===== config.mk =====
export PLATFORM = sky130hd
export DESIGN_NAME = nibble_pair_packer
export DESIGN_NICKNAME = d
export VERILOG_FILES = /design/src/rtl/nibble_pair_packer.sv
export SDC_FILE = /design/constraint.sdc
export NUM_CORES = 1
export LEC_CHECK = 0
export BUFFER_PORTS_ARGS = -buffer_cell sky130_fd_sc_hd__buf_2
export CAP_MARGIN = 30
export CORE_MARGIN = 2
export CORE_UTILIZATION = 57
export DETAILED_ROUTE_END_ITERATION = 7
export PLACE_DENSITY = 0.84
export SYNTH_ARGS = -nofsm -noshare
export SYNTH_HDL_FRONTEND = slang
export SYNTH_SLANG_ARGS = --single-unit

===== constraint.sdc =====
create_clock -name clk -period 2.37 [get_ports clk]
set_input_delay 0.3555 -clock clk [delete_from_list [all_inputs] [get_ports clk]]
set_output_delay 0.3555 -clock clk [all_outputs]
set_load 0.02 [all_outputs]

===== src/rtl/nibble_pair_packer.sv =====
// Pairs consecutive 4-bit operands into {A, B} bytes and queues them in a
// show-ahead FIFO for the nibble adder.
module nibble_pair_packer #(
   parameter int unsigned DEPTH = 4
) (
   input  logic                         clk,
   input  logic                         reset,
   input  logic                         clear,
   input  logic [3:0]                   in_nib,
   input  logic                         in_valid,
   output logic                         in_ready,
   output logic [7:0]                   out_pair,
   output logic                         out_valid,
   input  logic                         out_ready,
   output logic [$clog2(DEPTH):0]       level,
   output logic                         pending
);

   localparam int unsigned AW = $clog2(DEPTH);
   localparam int unsigned LW = AW + 1;

   typedef enum logic {WAIT_A = 1'b0, WAIT_B = 1'b1} state_t;

   state_t          state;
   logic [3:0]      a_reg;
   logic [7:0]      mem [DEPTH];
   logic [AW-1:0]   wr_ptr;
   logic [AW-1:0]   rd_ptr;
   logic            full;
   logic            pop;
   logic            accept;
   logic            push;

   assign full      = (level == LW'(DEPTH));
   assign out_valid = (level != '0);
   assign pop       = out_valid && out_ready;
   // A slot frees up this cycle if the head is being taken
   assign in_ready  = (state == WAIT_A) || !full || pop;
   assign accept    = in_valid && in_ready;
   assign push      = accept && (state == WAIT_B);
   assign out_pair  = mem[rd_ptr];
   assign pending   = (state == WAIT_B);

   always_ff @(posedge clk or posedge reset) begin
      if (reset) begin
         state  <= WAIT_A;
         a_reg  <= '0;
         wr_ptr <= '0;
         rd_ptr <= '0;
         level  <= '0;
         for (int i = 0; i < int'(DEPTH); i++) mem[i] <= '0;
      end else if (clear) begin
         state  <= WAIT_A;
         wr_ptr <= '0;
         rd_ptr <= '0;
         level  <= '0;
      end else begin
         if (accept) begin
            if (state == WAIT_A) begin
               a_reg <= in_nib;
               state <= WAIT_B;
            end else begin
               state <= WAIT_A;
            end
         end
         if (push) begin
            mem[wr_ptr] <= {a_reg, in_nib};
            wr_ptr      <= wr_ptr + AW'(1);
         end
         if (pop) rd_ptr <= rd_ptr + AW'(1);
         case ({push, pop})
            2'b10:   level <= level + LW'(1);
            2'b01:   level <= level - LW'(1);
            default: level <= level;
         endcase
      end
   end

endmodule


**Word-level counts from Yosys, hierarchy flattened**

Cells that the tools add are included.

- $add $sub $neg: 4
- Order comparisons: 3
- Equal/unequal tests: 3
- Muxes and demuxes: 15
- Bitwise gates (word level): 4
- Reduce and logical (&&, ||, !) cells: 14

Operators by type and width:

| kind | count |
|---|---|
| bitwise mux 32 bit | 1 |
| two-way mux 8 bit | 3 |
| binary-select mux 8 bit (select 2 bit) | 1 |
| demux 8 bit (select 2 bit) | 1 |
| two-way mux 2 bit | 4 |
| greater-or-equal comparator 3 bit (second input constant) | 2 |
| inverter 2 -> 3 bit | 2 |
| case mux 3 bit (2 select lines) | 1 |
| nonzero test 2 bit | 3 |
| nonzero test 3 bit | 2 |
| adder 2 x 1 -> 2 bit (second input constant) | 2 |
| logical AND 1 bit | 4 |
| adder 3 x 1 -> 3 bit (second input constant) | 1 |
| equality test 3 bit (second input constant) | 1 |
| less-than comparator 3 x 1 -> 1 bit (second input constant) | 1 |
| two-way mux 1 bit | 3 |
| two-way mux 3 bit | 1 |
| AND reduction 3 bit | 1 |
| subtractor 3 x 1 -> 3 bit (second input constant) | 1 |
| equality test 2 x 1 -> 1 bit (second input constant) | 1 |
| equality test 2 bit (second input constant) | 1 |
| logical OR 1 bit | 2 |
| inverter 1 bit | 2 |
| AND reduction 2 bit | 1 |
| zero test 1 bit | 1 |

- Flip-flop bits (word level): 44

**Longest topological paths before layout**

Gate-level depths: netlist of the first run.

- Word-level depth: 9
- Depth in mapped cells: 7

**Worst setup path after synthesis of the first run**

No wires, ideal clock.

- Path type: flip-flop to flip-flop
- Start: reg level[1]
- End: reg level[2]
- Setup time: 0.125 ns
- Arrival time: 1.924 ns
- Path slack: 0.321 ns
- Cell stages (with the launch flop): 7
- Clock period less this slack: 2.049 ns
- Path through: dfrtp_1 -> o31ai_2 -> nor2_1 -> fa_1 -> nor3b_1 -> a31oi_1 -> mux2_2

- Word-level cells in the longest chain between the ends: 9

Ends and longest elaborated chain:

| what | RTL line | source |
|---|---|---|
| from (decl) | 15 | `output logic [$clog2(DEPTH):0] level,` |
| from (signal assigned) | 72 | `2'b10: level <= level + LW'(1);` |
| from (signal assigned) | 73 | `2'b01: level <= level - LW'(1);` |
| from (signal assigned) | 74 | `default: level <= level;` |
| equality test 3 bit | 34 | `assign full = (level == LW'(DEPTH));` |
| zero test 1 bit | 38 | `assign in_ready = (state == WAIT_A) \|\| !full \|\| pop;` |
| logical OR 1 bit (2 in a row) | 38 |  |
| logical AND 1 bit | 39 | `assign accept = in_valid && in_ready;` |
| logical AND 1 bit | 40 | `assign push = accept && (state == WAIT_B);` |
| equality test 2 x 1 -> 1 bit / equality test 2 bit (equally long branches) | 71 | `case ({push, pop})` |
| case mux 3 bit (2 select lines) | 71 |  |
| two-way mux 3 bit | 52 | `end else if (clear) begin` |

Several ways; a longest one is shown, not always the timed one.
A chain may end at the register's enable or synchronous reset.

**Worst setup path in the final report of the first run**

- Start: reg rd_ptr[0]
- End: out out_pair[0]

- Word-level cells in the longest chain between the ends: 4

Ends and longest elaborated chain:

| what | RTL line | source |
|---|---|---|
| from (decl) | 28 | `logic [AW-1:0] rd_ptr;` |
| from (signal assigned) | 70 | `if (pop) rd_ptr <= rd_ptr + AW'(1);` |
| inverter 2 -> 3 bit (implied by the code) | 41 | `assign out_pair = mem[rd_ptr];` |
| binary-select mux 8 bit (select 2 bit) | 41 |  |
| two-way mux 8 bit (implied by the code) (2 in a row) | 41 |  |
| to (decl) | 12 | `output logic [7:0] out_pair,` |

Every way passes these cells. The select of a mux whose other input is x is not followed.

==> out/results.tsv, run 1 <==
metric	value	unit
outcome	finished clean	
cts.reportedPaths.clkPinSlew	130	ps
path_buf_inv	1	
reg2reg_depth	7	
p_leak	0.00111	µW
fin_crit_sh	0.926	
yosys-top-cells-area	dfrtp_1 54%, mux2_1 18%, mux4_2 8.8%	
holdCritPathClass	in2async	
start_kind	register	
crit_type	reg2out	
cts_buffers	5	
wl_met1	1.50	mm
largest_register_ffs	32	
core-area	0.00339	mm²
dp_hpwl	2.54	mm
yosysTopAreaCell	dfrtp_1	
layout.nets	180	
cp_top_family	flip-flops	
cp-startpoint	rd_ptr[0]	
place_ws	247	ps
grt_setup_unrepaired	false	
r2r-start	level[1]	
mostFrequentLayoutCell	dfrtp_1	
slowest_stage	dfrtp_1	
p_sw	796	µW
synth.distinct_cells	28	
seq_power_share	0.473	
yosys_warnings	0	
cts.sinks	44	
crit_path_end_kind	output port	
holdBufCountCts	0	
root_buffer	clkbuf_4	
first_iter_violations	46	
r2r-end	level[2]	
internal_power	1440	µW
gr-total-overflow	0	
tns	0	ps
seq_area_frac_synth	0.537	
setup_viol	0	
worstSkewPairLatency	370	ps
die_w	64.0	µm
wl_per_cell	16.7	µm
synthesis.nets	154	
num_io_pins	23	
start_util	0.605	
die-area	0.00409	mm²
max_stage_delay	710	ps
finalWorstSetupSlack	176	ps
cts_post_setup_buffers_inserted	0	
ctsResizeCount	0	
slew_viol_final	0	
postRouteAntennaNets	0	
cts.htree.levels	2	
rows	21	
track_usage	0.208	
fp.dieH	64.0	µm
comb_power_share	0.354	
synth_cells	140	
first_pass_iters	4	
wl_met2	1.86	mm
arrival	1840	ps
via_per_inst	5.60	
syn_to_final_growth	11.0	%
cts_tree	done	
fmax	456	MHz
slew-limit-headroom	0.631	
seq_area	0.00110	mm²
clkPwrFrac	0.173	
swShare	0.356	
syn_area	0.00205	mm²
synth_area_per_cell	14.6	µm²
totalWireLength	3.55	mm
reg2reg_slack	180	ps
port_buffers	22	
nFillCells	240	
crit_chain	mux4_2 -> buf_2	
yosysTopAreaCellShare	0.537	
ys_seq_elements	44	
met3_length	128	µm
critPathMaxFanout	9	
drc_errors	0	
antenna_found_initial	0	
grt_pass1_wl	6.36	mm
via_count	1192	
holdWs	98.3	ps
grt_max_degree	45	
routed.top_layer	met4	
diodes	0	
max_cap_viol_count	0	
grt_pass1_vias	1305	
drive_gt1_frac	0.305	
final_cell_mix	44 x dfrtp_1, 32 x mux2_1, 22 x buf_2	
gp_congestion	0.845	
layout_min_cycle_time	2190	ps
worst_slew_pin_slew	553	ps
max-clock-path-buffers	2	
critical_path_required	2010	ps
skew	12.6	ps
hold_viol	0	
multiInputGateArea	906	µm²
ir_drop	0.707	mV
cellPowerDensity	980	mW/mm²
tightest hold or removal path, stage by stage:
cell   delay [ps]
buf_2         100
inv_1          40
buf_4         440
kinds of logic after synthesis:
family / synth area share
compound gates: 0.0140
xor+xnor: 0.0171
fa+ha+maj: 0.0342
buf+inv: 0.0213
flops: 0.537
mux: 0.301
simple gates: 0.0750
metal layers:
layer	up-vias	track usage
met1	620	0.262
met5	-	0
li1	545	-
met4	0	0.0734
met3	8	0.0581
met2	19	0.346
stage by stage:
step,area (µm²),power [µW],instances,utilization
floorplan,2050,1610,140,-
global placement,2220,1820,205,0.654
detailed placement,2220,1870,205,0.654
CTS,2280,2250,213,0.672
global route,2280,2380,213,0.672
finish,2280,2230,213,0.672
cell usage after synthesis (all sizes together):
library cell / number
dfrtp: 44
mux2: 38
mux4: 8
nor2: 8
buf: 6
and2: 4
ha: 4
inv: 3
nand2: 3
xor2: 3
nand2b: 2
nor2b: 2
nor3: 2
nor3b: 2
a21oi: 1
a31oi: 1
clkbuf: 1
fa: 1
mux2i: 1
nand3: 1
nor4b: 1
o21ai: 1
o31ai: 1
or3: 1
xnor2: 1
worst max-delay path by stage:
stage | endpoint | slack [ps] | cells after the start
floorplan | level[2] | 320 | 6
finish | out_pair[0] | 180 | 2
CTS | out_pair[0] | 110 | 2
detailed placement | level[2] | 250 | 7
global placement | level[2] | 410 | 7
global route | level[2] | 3 | 7
power groups by stage:
stage	combinational (µW)	sequential (µW)	clock, µW
finish	791	1060	385
detailed placement	797	1080	0
global route	859	1090	429
global placement	764	1060	0
CTS	800	1060	391
floorplan	579	1030	0
final cells by class:
type / instances / share of cell area
Inverter: 3 / 0.00495
Multi-Input combinational cell: 86 / 0.398
Sequential cell: 44 / 0.484
Timing Repair Buffer: 26 / 0.0615
Clock inverter: 2 / 0.00440
Tap cell: 46 / 0.0253
Clock buffer: 6 / 0.0225
Note: power is estimated with default switching activity, not from simulation.
==> run 2: changes to the inputs <==
clock period = 2.3 ns   (was 2.37 ns; I/O delays follow)
==> out/results.tsv, run 2 (same netlist as run 1, synthesis figures left out) <==
metric	value	unit	change
rows	21		unchanged
cts.htree.levels	2		unchanged
mostFrequentLayoutCell	dfrtp_1		unchanged
crit_path_end_kind	register		was output port
setup_viol	0		unchanged
antenna_found_initial	0		unchanged
slew-limit-headroom	0.642		was 0.631
arrival	2380	ps	was 1840 ps
die-area	0.00409	mm²	unchanged
start_util	0.605		unchanged
cellPowerDensity	1030	mW/mm²	was 980 mW/mm²
postRouteAntennaNets	0		unchanged
grt_pass1_wl	6.21	mm	was 6.36 mm
fmax	463	MHz	
dp_hpwl	2.47	mm	was 2.54 mm
diodes	0		unchanged
cts_tree	done		unchanged
max_cap_viol_count	0		unchanged
tns	0	ps	unchanged
p_leak	0.00111	µW	about the same
via_per_inst	5.75		was 5.60
skew	10.5	ps	was 12.6 ps
totalWireLength	3.60	mm	was 3.55 mm
ir_drop	0.598	mV	was 0.707 mV
finalWorstSetupSlack	142	ps	was 176 ps
cts.reportedPaths.clkPinSlew	120	ps	was 130 ps
port_buffers	22		unchanged
layout.nets	180		unchanged
first_pass_iters	5		was 4
hold_viol	0		unchanged
layout_min_cycle_time	2160	ps	
outcome	finished clean		unchanged
place_ws	222	ps	was 247 ps
grt_max_degree	45		unchanged
cts_post_setup_buffers_inserted	0		unchanged
track_usage	0.203		was 0.208
fp.dieH	64.0	µm	unchanged
largest_register_ffs	32		unchanged
num_io_pins	23		unchanged
syn_to_final_growth	11.4	%	was 11.0%
die_w	64.0	µm	unchanged
start_kind	register		unchanged
cts.sinks	44		unchanged
gr-total-overflow	0		unchanged
core-area	0.00339	mm²	unchanged
holdBufCountCts	0		unchanged
crit_type	reg2reg		was reg2out
first_iter_violations	96		was 46
worst_slew_pin_slew	537	ps	was 553 ps
via_count	1213		was 1192
critPathMaxFanout	7		was 9
drc_errors	0		unchanged
holdCritPathClass	in2async		unchanged
worstSkewPairLatency	330	ps	was 370 ps
grt_setup_unrepaired	false		unchanged
cts_buffers	5		unchanged
gp_congestion	0.845		about the same
drive_gt1_frac	0.303		was 0.305
root_buffer	clkbuf_4		unchanged
grt_pass1_vias	1279		was 1305
slew_viol_final	0		unchanged
max-clock-path-buffers	2		unchanged
critical_path_required	2520	ps	was 2010 ps
final_cell_mix	43 x dfrtp_1, 32 x mux2_1, 22 x buf_2		was 44 x dfrtp_1, 32 x mux2_1, 22 x buf_2
wl_per_cell	17.1	µm	was 16.7 µm
fin_crit_sh	0.938		
[run 2: changes by cell type in the layout (fill, tap and decap cells not counted), sizes merged]
cell    previous run  this run
clkinv             2         0
bufinv             0         1
clkbuf             6         5
[run 2: worst paths after layout]
| check | start | slack (ps) | end | depth (start not counted) |
|---|---|---|---|---|
| worst max-delay path | level[0] | 140 | level[2] | 7 |
| worst min-delay path | reset | 120 | mem[10] | 3 |
| worst max register to register | level[0] | 140 | level[2] | 7 |
| worst min register to register | mem[14] | 490 | mem[14] | 1 |
| max in group asynchronous | reset | 1780 | rd_ptr[0] | 3 |
| min in group clk | in_nib[0] | 280 | mem[8] | 2 |
[run 2: through the flow]
stage          std cells  cell area [µm²]  total power [µW]   util  hold slack, ps
2_1_floorplan        140             2050              1660      -             452
3_3_place_gp         205             2220              1870  0.654             462
3_5_place_dp         205             2220              1920  0.654             471
4_1_cts              211             2280              2360  0.674             134
5_1_grt              211             2280              2490  0.674             150
6_report             211             2280              2350  0.674             123
[run 2: power breakdown]
part	leakage (µW)	total [µW]	switching (µW)	internal [µW]
registers	0.000580	1090	160	931
logic	0.000494	815	409	405
clock network	0.0000371	442	224	218
[run 2: routing by layer]
metal / vias to the layer above / part of all wire / track usage
met1: 635 / 0.45 / 0.264
met4: 0 / 0.0042 / 0.0489
met5: - / 0 / 0
met3: 2 / 0.031 / 0.0528
met2: 27 / 0.52 / 0.342
li1: 549 / - / -
[run 2: area by class of cell]
class                      instances  area (µm²)
fill                             256        1100
sequential                        44        1100
multi-input combinational         86         906
timing repair buffer              26         140
tap                               46        57.6
clock buffer                       5        37.5
clock inverter                     1        30.0
inverter                           3        11.3
[run 2: repair_timing]
| action | CTS | global route |
|---|---|---|
| endpoints found under the hold margin | 0 | 0 |
| setup endpoints to repair | 0 | 1 |
| gates resized for setup | 0 | 1 |
[run 2: worst max-delay path: stages (launching register included)]
cell	delay, ps
dfrtp_1	540
nor4b_4	100
nor2_2	270
nor2_1	110
fa_1	400
nor3b_1	270
a31oi_1	80
mux2_2	280
